--- src/rtl/shift_reg_univ.sv ---
// Universal shift register: hold, parallel load, shifts and rotates, sequenced one position per clock.
// Optional macro SHIFT_PARITY_EN adds output par = ^Q.
module shift_reg_univ #(
    parameter int              WIDTH     = 8,
    parameter int              CNT_W     = 4,
    parameter logic [WIDTH-1:0] RESET_VAL = '0
) (
    input  logic             clk,
    input  logic             clr,
    input  logic             pre,
    input  logic             start,
    input  logic [2:0]       mode,
    input  logic [CNT_W-1:0] amt,
    input  logic [WIDTH-1:0] D,
    input  logic             sin_l,
    input  logic             sin_r,
    output logic [WIDTH-1:0] Q,
    output logic [WIDTH-1:0] Qn,
    output logic             busy,
    output logic             done,
`ifdef SHIFT_PARITY_EN
    output logic             par,
`endif
    output logic             dbg_state
);
    // Handshake: start is sampled only in IDLE; busy is high while shift edges remain;
    // done pulses for one cycle after the edge that completes an accepted operation.

    typedef enum logic {IDLE = 1'b0, SHIFT = 1'b1} state_t;

    state_t             state, state_nxt;
    logic [WIDTH-1:0]   q_r, q_nxt;
    logic [CNT_W-1:0]   cnt, cnt_nxt;
    logic [2:0]         op, op_nxt;
    logic               done_r, done_nxt;

    function automatic logic [WIDTH-1:0] shift_one(input logic [2:0] m, input logic [WIDTH-1:0] v,
                                                   input logic sl, input logic sr);
        case (m)
            3'b010:  shift_one = {v[WIDTH-2:0], sr};
            3'b011:  shift_one = {sl, v[WIDTH-1:1]};
            3'b100:  shift_one = {v[WIDTH-2:0], v[WIDTH-1]};
            3'b101:  shift_one = {v[0], v[WIDTH-1:1]};
            3'b110:  shift_one = {v[WIDTH-1], v[WIDTH-1:1]};
            default: shift_one = v;
        endcase
    endfunction

    always_comb begin
        q_nxt     = q_r;
        state_nxt = state;
        cnt_nxt   = cnt;
        op_nxt    = op;
        done_nxt  = 1'b0;
        if (pre) begin
            // Preset aborts any sequence in flight without a done pulse.
            q_nxt     = {WIDTH{1'b1}};
            state_nxt = IDLE;
            cnt_nxt   = '0;
        end else begin
            case (state)
                IDLE: begin
                    if (start) begin
                        case (mode)
                            3'b000, 3'b111: done_nxt = 1'b1;
                            3'b001: begin
                                q_nxt    = D;
                                done_nxt = 1'b1;
                            end
                            default: begin
                                if (amt == '0) begin
                                    done_nxt = 1'b1;
                                end else begin
                                    op_nxt    = mode;
                                    cnt_nxt   = amt;
                                    state_nxt = SHIFT;
                                end
                            end
                        endcase
                    end
                end
                SHIFT: begin
                    q_nxt   = shift_one(op, q_r, sin_l, sin_r);
                    cnt_nxt = cnt - 1'b1;
                    if (cnt == {{(CNT_W-1){1'b0}}, 1'b1}) begin
                        state_nxt = IDLE;
                        done_nxt  = 1'b1;
                    end
                end
                default: state_nxt = IDLE;
            endcase
        end
    end

    always_ff @(posedge clk or posedge clr) begin
        if (clr) begin
            state  <= IDLE;
            q_r    <= RESET_VAL;
            cnt    <= '0;
            op     <= '0;
            done_r <= 1'b0;
        end else begin
            state  <= state_nxt;
            q_r    <= q_nxt;
            cnt    <= cnt_nxt;
            op     <= op_nxt;
            done_r <= done_nxt;
        end
    end

    assign Q         = q_r;
    assign Qn        = ~q_r;
    assign busy      = (state == SHIFT);
    assign done      = done_r;
    assign dbg_state = state;
`ifdef SHIFT_PARITY_EN
    assign par       = ^q_r;
`endif

endmodule
--- config.mk ---
export PLATFORM = sky130hd
export DESIGN_NAME = shift_reg_univ
export DESIGN_NICKNAME = d
export VERILOG_FILES = /design/src/rtl/shift_reg_univ.sv
export SDC_FILE = /design/constraint.sdc
export NUM_CORES = 1
export LEC_CHECK = 0
export ABC_AREA = 1
export CAP_MARGIN = 10
export CELL_PAD_IN_SITES_DETAIL_PLACEMENT = 1
export CELL_PAD_IN_SITES_GLOBAL_PLACEMENT = 1
export CORE_ASPECT_RATIO = 0.5
export CORE_MARGIN = 8
export CORE_UTILIZATION = 30
export DETAILED_ROUTE_END_ITERATION = 8
export GPL_TIMING_DRIVEN = 0
export PLACE_DENSITY = 0.82
export SLEW_MARGIN = 0
export SYNTH_ARGS = -nofsm -noshare
export SYNTH_HDL_FRONTEND = slang
export SYNTH_SLANG_ARGS = --single-unit
export TNS_END_PERCENT = 20
--- constraint.sdc ---
create_clock -name clk -period 1.3 [get_ports clk]
set_input_delay 0.13 -clock clk [delete_from_list [all_inputs] [get_ports clk]]
set_output_delay 0.13 -clock clk [all_outputs]
set_load 0.02 [all_outputs]
=== After elaboration in Yosys (flattened, before gate mapping) ===
Index checks and enable logic that the tools add are counted.

* Bitwise operators: 5
* Equality and inequality tests: 15
* $add $sub $neg: 1
* Mux-type cells: 22
* Reduce and logical (&&, ||, !) cells: 7

{| class="wikitable"
|+ Operators by type and width
! cell !! count
|-
| 8-bit one-hot mux with 5 select lines || 1
|-
| 8-bit two-way mux || 3
|-
| 4-bit two-way mux || 4
|-
| 8-bit one-hot mux with 2 select lines || 1
|-
| 3-bit equality test, second input constant || 4
|-
| 3-bit inequality test, second input constant || 4
|-
| 1-bit two-way mux || 10
|-
| 8-bit NOT || 1
|-
| 4-bit one-hot mux with 2 select lines || 1
|-
| 7-bit by 2-bit inequality test with 1-bit output, second input constant || 1
|-
| 3-bit by 2-bit equality test with 1-bit output, second input constant || 2
|-
| 6-bit by 2-bit inequality test with 1-bit output, second input constant || 1
|-
| 3-bit AND reduction || 2
|-
| 5-bit AND reduction || 1
|-
| 4-bit by 1-bit equality test with 1-bit output, second input constant || 1
|-
| 4-bit zero test || 1
|-
| 1-bit NOT || 4
|-
| 1-bit one-hot mux with 2 select lines || 2
|-
| 4-bit AND reduction || 1
|-
| 4-bit by 1-bit subtractor with 4-bit output, second input constant || 1
|-
| 3-bit by 1-bit equality test with 1-bit output, second input constant || 1
|-
| 3-bit zero test || 1
|-
| 3-bit by 2-bit inequality test with 1-bit output, second input constant || 1
|-
| 3-bit OR reduction || 1
|}

* Input port bits: 21
* Bits in registers: 17

=== Longest topological paths before layout ===
Gate-level depths: netlist (run 1).

* Depth after elaboration: 6
* Depth in mapped cells: 8
* Gate-level depth less buffers: 8

=== Worst setup path after synthesis (run 1) ===
No wires, ideal clock.

* Path kind: reg-to-reg
* From: register state (netlist: busy)
* To: register q_r[1] (netlist: Q[1])
* Stages on the path, launching flop included: 9
* Data arrival time: 1.198 ns
* Required time: 1.183 ns
* Clock period less this slack: 1.314 ns
* Setup time: 0.117 ns
* Setup slack: -0.014 ns
* Path through: dfrtp_1 -> inv_2 -> nor2_2 -> nand3_2 -> o21ai_4 -> buf_6 -> nor2_1 -> nand2_1 -> nand2_1

* Longest elaborated chain between the ends: 3
* Elaborated cells on any way between the ends: 7
* Classes of those cells: 3 x eq/ne; 2 x mux; 1 x bitwise; 1 x reduce/logical

{| class="wikitable"
|+ Ends and longest elaborated chain
! item !! RTL line !! text
|-
| start: declaration || 31 || <nowiki>state_t state, state_nxt;</nowiki>
|-
| start signal: assignment || 103 || <nowiki>state <= state_nxt;</nowiki>
|-
| 1-bit NOT || n/a ||
|-
| 3-bit by 2-bit inequality test with 1-bit output (no line), or another cell as far along || n/a ||
|-
| 3-bit AND reduction (no line) / 8-bit two-way mux (equally long branches) || n/a ||
|-
| end signal: assignment || 104 || <nowiki>q_r <= q_nxt;</nowiki>
|-
| end: declaration || 32 || <nowiki>logic [WIDTH-1:0] q_r, q_nxt;</nowiki>
|}

Parallel ways exist; a longest one is shown, timed or not.
A chain may end at the register's enable or synchronous reset.

=== Worst setup path in the final report (run 1) ===
* From: register state (netlist: busy)
* To: register q_r[2] (netlist: Q[2])

The elaborated chain is that of the path after synthesis.

==> key figures, run 1 <==
Outcome
  – Outcome: finished, violations left
  – Failing checks: negative setup slack

CTS
  – CTS tree: yes
  – Sink Count: 17
  – Worst skew pair latency: 260 ps
  – Clock Tree Root: clkbuf_8
  – Num CTS Buffers: 3
  – CTS max path bufs: 2
  – CTS Hold Buffers Added: 0
  – Clk slew on worst S/H paths: 70 ps
  – H-tree depth: 1

Global routing
  – All-Layer GR Usage: 13.2%
  – Vias in the first global route: 1326
  – Largest net degree at the start of global routing: 18
  – Total grt overflow: 0
  – Antenna violations before repair: 0
  – First-pass GRT wire length: 6280 um

Routing
  – WL per Instance: 14.3 um
  – DR vias: 1275
  – Routed Antenna Nets: 0
  – Iter 0 DRT Violations: 25
  – Residual DRC: 0
  – First-pass DRT Iterations: 4
  – Routed WL: 3940 um
  – Vias/cell: 4.64

Synth
  – Primary FF master, synth: dfrtp_1
  – Ys async rst share: 100%
  – YS warnings: 0
  – Cell accounting for the most synthesized area: dfrtp_1
  – Syn Nets: 200
  – Compound-Gate Fraction of Synth Area: 8.46%
  – Post-synthesis adder-cell area fraction: 2.20%
  – EDFF count, synth: 0
  – Synth Area in Simple Gates: 39.6%
  – Register bit total from synthesis: 17
  – Seq/Total Area, Yosys: 37.4%
  – Xor/xnor cell area share of the yosys netlist: 0%
  – Multiplexer share of the synthesized area: 0%
  – Synth top cells by count: nand2_1 (62), inv_1 (28), nor2_1 (22)
  – Top cell type's share of synthesized area: 37.4%
  – Cell with the most instances after synthesis: nand2_1
  – Library cells used by synthesis: 19
  – Largest family of logic cells by synthesized area: simple AND/OR/NAND/NOR gates
  – Synth top area cells: dfrtp_1 (37%), nand2_1 (20%), inv_1 (9.2%)
  – Synth Instances: 177
  – Synth Cell Area: 0.00114 mm2
  – Avg Cell Area, Syn: 6.43 um2

Cells and area
  – ANT cells: 0
  – Synth-to-layout area growth: 51.0%
  – Fin cells: 275
  – Final Net Count: 248
  – Fin util: 48.7%
  – Share of cells above drive strength 1: 15.6%
  – # fillers: 474

Worst setup path
  – R2R depth: 8
  – Family with the most delay on the worst path: flip-flops
  – Worst R2R Setup Slack: -40 ps
  – Reg-to-reg critical path endpoint: Q[2]
  – Critical Path RT: 1450 ps
  – Worst Setup Start Kind: flip-flop
  – Crit path buffers/inverters: 2
  – Most used cell, CP: nand2_1
  – Slowest CP cell: dfrtp_2
  – Setup crit end kind: flip-flop
  – CP max FO: 4
  – Worst path cell trace: inv_2, nor2_4, nand3_2, o21ai_4, buf_4, nor2_1, nand2_1, nand2_1
  – R2R Path Start: busy
  – CP max stage delay: 420 ps
  – Crit path kind: flip-flop to flip-flop
  – CP Data Arrival Time: 1490 ps
  – CP startpoint: busy

Floorplan
  – Ports: 40
  – Chip Height: 59.6 um
  – Core ar.: 0.00353 mm2
  – Row Count: 15
  – Initial Util: 32.3%
  – Chip width: 103 um
  – Die ar.: 0.00614 mm2

Power
  – Leak: 0.904 nW
  – Logic pwr share: 47.8%
  – Switching Fraction: 44.2%
  – Sequential share of power: 34.0%
  – Cell-internal power: 1.27 mW
  – PD cells: 1330 mW/mm2
  – NetSw: 1.01 mW
  – Max VDD drop: 463 uV
  – Clock Power Share: 18.2%

Flow run
  – Max Cap Violations: 0

STA
  – Fin. max-slew vios: 0
  – RSZ-0062 raised after global routing: yes
  – Worst Skew: 1.89 ps
  – PnR worst setup slack: -38.1 ps
  – Tightest Pin Transition: 742 ps
  – Final hold vios: 0
  – Final setup violation count: 7
  – Fin crit share: 103%
  – Max Freq: 0.747 GHz
  – Slew Limit Headroom: 50.5%
  – Minimum clock period: 1340 ps

Placement
  – HPWL Detailed: 3020 um
  – GPL Wtd Cong: 0.785
  – Dpl cells: 267
  – Port Buffer Count: 39

Min path
  – Hold/Removal Path Class: input pin to asynchronous set/reset pin
[metal layers]
layer  track usage (%)  vias up  share of wire (%)
met3              3.75        5                3.7
met2              25.0       18                 55
met5                 0        -                  0
li1                  -      640                  -
met1              13.9      612                 41
met4              4.28        0               0.94
[cells by family after synthesis]
family	count (synthesis)
flip-flops	17
buffers and inverters	34
AND/OR/NAND/NOR	108
AO/OA/AOI/OAI	16
adder cells (fa/ha/maj)	2
[state kept, by name, indices dropped and copies added (netlist names)]
name and cells:
op 3, cnt 4, done 1, busy 1, Q 8
[metrics by stage]
step | instance area [um2] | worst slack (ps) | hold slack (ps) | setup TNS (ps) | power [mW]
2_1_floorplan | 1140 | 42.2 | 56.0 | 0 | 1.40
3_3_place_gp | 1590 | -261 | 494 | -3120 | 1.85
3_5_place_dp | 1590 | -305 | 494 | -3760 | 1.89
4_1_cts | 1630 | -63.2 | 312 | -215 | 2.23
5_1_grt | 1720 | -135 | 340 | -924 | 2.47
6_report | 1720 | -38.1 | 300 | -151 | 2.28
[how the worst max path moves through the flow]
stage	to	slack [ps]	depth (start not counted)
global placement	Q[0]	-260	8
detailed placement	op[0]	-300	9
global route	Q[5]	-130	8
finish	Q[2]	-40	8
CTS	Q[5]	-60	8
floorplan	Q[1]	40	7
[power by group through the flow]
stage                     clock network, mW  registers, mW  logic (mW)
after global placement                    0          0.768        1.08
final                                 0.415          0.777        1.09
after global routing                  0.456          0.800        1.21
after floorplan                           0          0.829       0.566
after CTS                             0.431          0.764        1.04
after detailed placement                  0          0.775        1.12
[cell usage in the layout, fill, tap and decap left out, drive strengths merged]
cell / n
nand4: 1
buf: 9
clkbuf: 3
dfrtp: 17
nand3: 19
clkdlybuf4s15: 2
o22ai: 4
ha: 2
dlygate4sd2: 16
nor2: 25
nand2: 62
clkdlybuf4s50: 20
inv: 30
o21ai: 12
nor3: 1
clkinv: 1
[area by class of cell]
type	count	area [um2]	area share, %
multi-input cells	126	636	37.0
flip-flops and latches	17	428	24.9
repair buffers	43	395	23.0
inverters	30	113	6.55
well taps	51	63.8	3.71
clock buffers	3	41.3	2.40
plain buffers	4	37.5	2.18
clock inverters	1	5.00	0.291
[what timing repair did]
item | CTS | global route
setup buffers | 0 | 3
cloned | 0 | 1
pin swaps | 0 | 6
setup endpoints to repair | 32 | 18
resized for setup | 23 | 22
Note: power is estimated with default switching activity, not from simulation.
==> run 2: changes to the inputs <==
- CORE_ASPECT_RATIO: 0.5 -> 1.25
- CORE_UTILIZATION: 30 -> 31
- CTS_BUF_LIST: default -> sky130_fd_sc_hd__clkbuf_8
- PLACE_DENSITY: 0.82 -> 0.84
==> key figures, run 2 (same netlist as run 1, synthesis figures left out) <==
STA
  – Fin crit share: 102% (-1.1 points)
  – RSZ-0062 raised after global routing: yes
  – Tightest Pin Transition: 688 ps (-54.2 ps)
  – Fin. max-slew vios: 0 (unchanged)
  – PnR worst setup slack: -24.2 ps (+13.9 ps)
  – WHS: 162 ps (-138 ps)
  – Worst Skew: 0.600 ps (-1.29 ps)
  – Slew Limit Headroom: 54.1% (+3.6 points)
  – Final setup violation count: 6 (-1)
  – Minimum clock period: 1320 ps (-13.9 ps)
  – Final hold vios: 0 (unchanged)
  – Max Freq: 0.755 GHz (+1.1%)

CTS
  – Clk slew on worst S/H paths: 70 ps (about the same)
  – Worst skew pair latency: 250 ps (about the same)
  – H-tree depth: 1 (unchanged)
  – Clock Tree Root: clkbuf_8
  – CTS max path bufs: 2 (unchanged)
  – Num CTS Buffers: 3 (unchanged)
  – Sink Count: 17 (unchanged)
  – CTS tree: yes
  – CTS Hold Buffers Added: 0 (unchanged)

Placement
  – GPL Wtd Cong: 0.764 (-2.8%)
  – Port Buffer Count: 39 (unchanged)
  – HPWL Detailed: 2690 um (-11%)
  – Dpl ws: -329 ps (-24.0 ps)

Global routing
  – Largest net degree at the start of global routing: 18 (unchanged)
  – First-pass GRT wire length: 6330 um (+0.76%)
  – All-Layer GR Usage: 12.7% (-0.58 points)
  – Antenna violations before repair: 0 (unchanged)
  – Vias in the first global route: 1458 (+10%)
  – Total grt overflow: 0 (unchanged)

Power
  – PD cells: 1320 mW/mm2 (-0.62%)
  – Leak: 0.929 nW (+2.8%)
  – Max VDD drop: 605 uV (+31%)

Outcome
  – Outcome: finished, violations left
  – Failing checks: negative setup slack

Min path
  – Hold Crit Depth: 3
  – Hold/Removal Path Class: input pin to flip-flop
  – Worst hold path startpoint: mode[2]
  – Hold-critical path endpoint: op[2]

Worst setup path
  – Crit path buffers/inverters: 2 (unchanged)
  – R2R Path Start: busy
  – Crit path kind: flip-flop to flip-flop
  – Most used cell, CP: nand2_1
  – Worst path cell trace: inv_2, nor2_4, nand3_2, o21ai_4, buf_4, nor2_1, nand2_1, nand2_1
  – Worst Setup Start Kind: flip-flop
  – CP max FO: 4 (unchanged)
  – CP startpoint: busy
  – CP Data Arrival Time: 1470 ps (-20 ps)
  – R2R depth: 8 (unchanged)
  – Slowest CP cell: dfrtp_2
  – Setup crit end kind: flip-flop
  – Critical Path RT: 1450 ps (about the same)
  – Family with the most delay on the worst path: flip-flops
  – CP max stage delay: 420 ps (about the same)
  – Reg-to-reg critical path endpoint: Q[6]
  – Worst R2R Setup Slack: -20 ps (about the same)

Cells and area
  – # fillers: 471 (-0.63%)
  – ANT cells: 0 (unchanged)
  – Number of flip-flops in the largest register: 8 (unchanged)
  – Share of cells above drive strength 1: 12.9% (-2.7 points)
  – Most frequent cells in the layout: nand2_1 (60), inv_1 (27), nor2_1 (21)
  – Synth-to-layout area growth: 48.6%
  – Commonest non-fill, non-tap cell in the layout: nand2_1
  – Final Net Count: 249 (+0.40%)

Routing
  – Routed Antenna Nets: 0 (unchanged)
  – Vias/cell: 4.83 (+4.2%)
  – DR vias: 1276 (+0.078%)
  – Routed WL: 3690 um (-6.2%)
  – WL per Instance: 14.0 um (-2.3%)
  – Iter 0 DRT Violations: 20 (-20%)
  – First-pass DRT Iterations: 2 (-2)
  – Residual DRC: 0 (unchanged)

Floorplan
  – Ports: 40 (unchanged)
  – Core ar.: 0.00351 mm2 (-0.43%)
  – Die ar.: 0.00588 mm2 (-4.3%)
  – Chip Height: 83.8 um (+41%)
  – Initial Util: 32.4% (+0.14 points)
  – Row Count: 24 (+9)
  – Chip width: 70.2 um (-32%)

Flow run
  – Max Cap Violations: 0 (unchanged)
## run 2: how the worst max path moves through the flow
| stage | endpoint | slack [ps] | depth (start not counted) |
|---|---|---|---|
| finish | Q[6] | -20 | 8 |
| global route | Q[6] | -120 | 8 |
| CTS | Q[0] | -40 | 8 |
| detailed placement | op[0] | -330 | 9 |
| global placement | op[0] | -270 | 8 |
| floorplan | Q[1] | 40 | 7 |
## run 2: layout make-up
cell class | count | area (um2) | area share, %
Buffer | 4 | 33.8 | 2.00
Clock buffer | 3 | 41.3 | 2.44
Clock inverter | 1 | 3.75 | 0.222
Inverter | 30 | 115 | 6.80
Multi-Input combinational cell | 126 | 616 | 36.4
Sequential cell | 17 | 427 | 25.2
Tap cell | 39 | 48.8 | 2.88
Timing Repair Buffer | 44 | 407 | 24.0
## run 2: stage by stage
step                total power, mW  util [%]  setup TNS (ps)  cells  area (um2)
floorplan                      1.40         -               0    177        1140
global placement               1.85      44.9           -3070    255        1580
detailed placement             1.88      44.9           -3730    255        1580
CTS                            2.21      46.2            -127    259        1620
global route                   2.43      48.1            -922    264        1690
finish                         2.23      48.1           -74.7    264        1690
## run 2: timing repair
item,4_1_cts,5_1_grt
setup endpoints to repair,31,17
buffers inserted,0,4
pin swaps,1,4
resized for setup,24,13
cloned,0,1
## run 2: layer usage
| metal | track usage (%) | up-vias | part of all wire, % |
|---|---|---|---|
| met4 | 4.95 | 0 | 0.70 |
| met1 | 13.3 | 600 | 41 |
| li1 | - | 640 | - |
| met3 | 3.57 | 4 | 5.8 |
| met5 | 0 | - | 0 |
| met2 | 22.9 | 32 | 53 |
## run 2: report_power, final
part / switching (mW) / total (mW) / internal (mW)
clock: 0.197 / 0.407 / 0.210
sequential: 0.128 / 0.767 / 0.640
combinational: 0.648 / 1.06 / 0.410
## run 2: tightest hold or removal path: stages
cell and delay (ps):
dlymetal6s2s_1 130, nand2_1 60, o21ai_0 60
==> run 3: changes to the inputs <==
- MAX_ROUTING_LAYER: default -> met4
==> key figures, run 3 (same netlist as run 1, synthesis figures left out) <==
Worst setup path
  – Crit path buffers/inverters: 2 (unchanged)
  – R2R depth: 8 (unchanged)
  – Crit path kind: flip-flop to flip-flop
  – Slowest CP cell: dfrtp_2
  – Reg-to-reg critical path endpoint: Q[6]
  – Worst path cell trace: inv_2, nor2_4, nand3_2, o21ai_4, buf_4, nor2_1, nand2_1, nand2_1
  – CP max stage delay: 420 ps (about the same)
  – Setup crit end kind: flip-flop
  – Critical Path RT: 1450 ps (about the same)
  – Family with the most delay on the worst path: flip-flops
  – R2R Path Start: busy
  – CP max FO: 4 (unchanged)
  – Worst R2R Setup Slack: -30 ps (about the same)
  – Worst Setup Start Kind: flip-flop
  – Critical path depth: 8 (unchanged)
  – CP startpoint: busy
  – CP Data Arrival Time: 1470 ps (about the same)
  – Critical path endpoint: Q[6]
  – Most used cell, CP: nand2_1

Cells and area
  – ANT cells: 0 (unchanged)
  – Fin cells: 264 (unchanged)
  – Number of flip-flops in the largest register: 8 (unchanged)
  – Fin util: 48.1% (unchanged)
  – Area of the multi-input gates: 616 um2 (unchanged)
  – Final Instance Area: 0.00169 mm2 (unchanged)
  – Final Net Count: 249 (unchanged)
  – Commonest non-fill, non-tap cell in the layout: nand2_1
  – Reg area: 427 um2 (unchanged)
  – Synth-to-layout area growth: 48.6% (unchanged)
  – Most frequent cells in the layout: nand2_1 (60), inv_1 (27), nor2_1 (21)
  – Share of cells above drive strength 1: 12.9% (unchanged)
  – # fillers: 471 (unchanged)

Routing
  – Routed Antenna Nets: 0 (unchanged)
  – DR vias: 1279 (+0.24%)
  – WL per Instance: 14.0 um (+0.24%)
  – Routed WL: 3700 um (+0.24%)
  – Iter 0 DRT Violations: 20 (unchanged)
  – Residual DRC: 0 (unchanged)
  – Vias/cell: 4.84 (+0.24%)
  – First-pass DRT Iterations: 2 (unchanged)

Power
  – PD cells: 1320 mW/mm2 (+0.15%)
  – Max VDD drop: 605 uV (about the same)
  – Leak: 0.929 nW (unchanged)

Floorplan
  – Die ar.: 0.00588 mm2 (unchanged)
  – Core ar.: 0.00351 mm2 (unchanged)
  – Chip Height: 83.8 um (unchanged)
  – Initial Util: 32.4% (unchanged)
  – Ports: 40 (unchanged)
  – Chip width: 70.2 um (unchanged)
  – Row Count: 24 (unchanged)

Flow run
  – Max Cap Violations: 0 (unchanged)

Global routing
  – Antenna violations before repair: 0 (unchanged)
  – Vias in the first global route: 1454 (-0.27%)
  – All-Layer GR Usage: 13.0% (+0.34 points)
  – Total grt overflow: 0 (unchanged)
  – First-pass GRT wire length: 6330 um (unchanged)
  – Largest net degree at the start of global routing: 18 (unchanged)

CTS
  – Num CTS Buffers: 3 (unchanged)
  – CTS tree: yes
  – CTS max path bufs: 2 (unchanged)
  – Sink Count: 17 (unchanged)
  – Clock Tree Root: clkbuf_8
  – Worst skew pair latency: 250 ps (about the same)
  – H-tree depth: 1 (unchanged)
  – CTS Hold Buffers Added: 0 (unchanged)
  – Clk slew on worst S/H paths: 70 ps (about the same)

STA
  – Minimum clock period: 1330 ps (+1.98 ps)
  – Slew Limit Headroom: 54.2% (+0.071 points)
  – Fin. max-slew vios: 0 (unchanged)
  – Max Freq: 0.754 GHz (-0.15%)
  – RSZ-0062 raised after global routing: yes
  – Worst Skew: 2.13 ps (+1.53 ps)
  – PnR worst setup slack: -26.2 ps (-1.98 ps)
  – Final setup violation count: 8 (+2)
  – WHS: 160 ps (-1.65 ps)
  – Final hold vios: 0 (unchanged)
  – Fin crit share: 102% (+0.15 points)
  – Tightest Pin Transition: 687 ps (-1.06 ps)

Placement
  – Area post-placement: 0.00158 mm2 (unchanged)
  – Port Buffer Count: 39 (unchanged)
  – Dpl cells: 255 (unchanged)
  – GPL Wtd Cong: 0.774 (+1.3%)
  – HPWL Detailed: 2690 um (unchanged)

Min path
  – Hold/Removal Path Class: input pin to flip-flop

Outcome
  – Outcome: finished, violations left
  – Failing checks: negative setup slack
==> run 3: metrics by stage <==
| stage | TNS, ps | power [mW] | worst slack (ps) |
|---|---|---|---|
| detailed placement | -3730 | 1.88 | -329 |
| CTS | -127 | 2.21 | -37.5 |
| floorplan | 0 | 1.40 | 42.2 |
| global placement | -3070 | 1.85 | -273 |
| global route | -922 | 2.43 | -120 |
| finish | -82.6 | 2.24 | -26.2 |
==> run 3: power by group <==
group	total [mW]	internal (mW)	leakage [nW]	switching, mW
Combinational	1.06	0.410	0.698	0.648
Sequential	0.767	0.640	0.204	0.128
Clock	0.409	0.210	0.0269	0.199
==> run 3: worst min path at each step <==
stage / from / end / slack [ps] / cells after the start
global placement: cnt[3] / cnt[3] / 500 / 2
global route: mode[2] / op[2] / 200 / 3
finish: mode[2] / op[2] / 160 / 3
detailed placement: cnt[3] / cnt[3] / 510 / 2
CTS: clr / cnt[2] / 320 / 2
floorplan: clr / Q[0] / 60 / 1
==> run 3: metal layers <==
layer | track usage, % | vias to the layer above | share of wire, % | wire, um
met3 | 3.21 | 4 | 5.0 | 186
met5 | - | - | 0 | 0
met4 | 4.95 | 0 | 0.70 | 26
li1 | - | 639 | - | -
met2 | 22.9 | 32 | 53 | 1960
met1 | 13.5 | 604 | 41 | 1530
==> run 3: tightest hold or removal path, stage by stage <==
cell and delay [ps]:
dlymetal6s2s_1 130, nand2_1 60, o21ai_0 60
==> run 3: area by class of cell <==
class                           count  share of cell area (%)
Clock inverter                      1                   0.222
Buffer                              4                    2.00
Clock buffer                        3                    2.44
Sequential cell                    17                    25.2
Timing Repair Buffer               44                    24.0
Inverter                           30                    6.80
Multi-Input combinational cell    126                    36.4
Tap cell                           39                    2.88
==> run 3: what timing repair did <==
item,4_1_cts,5_1_grt
pin swaps,1,4
endpoints found under the hold margin,0,0
buffers inserted,0,4
gates cloned,0,1
gates resized for setup,24,13
endpoints found under the setup margin,31,17
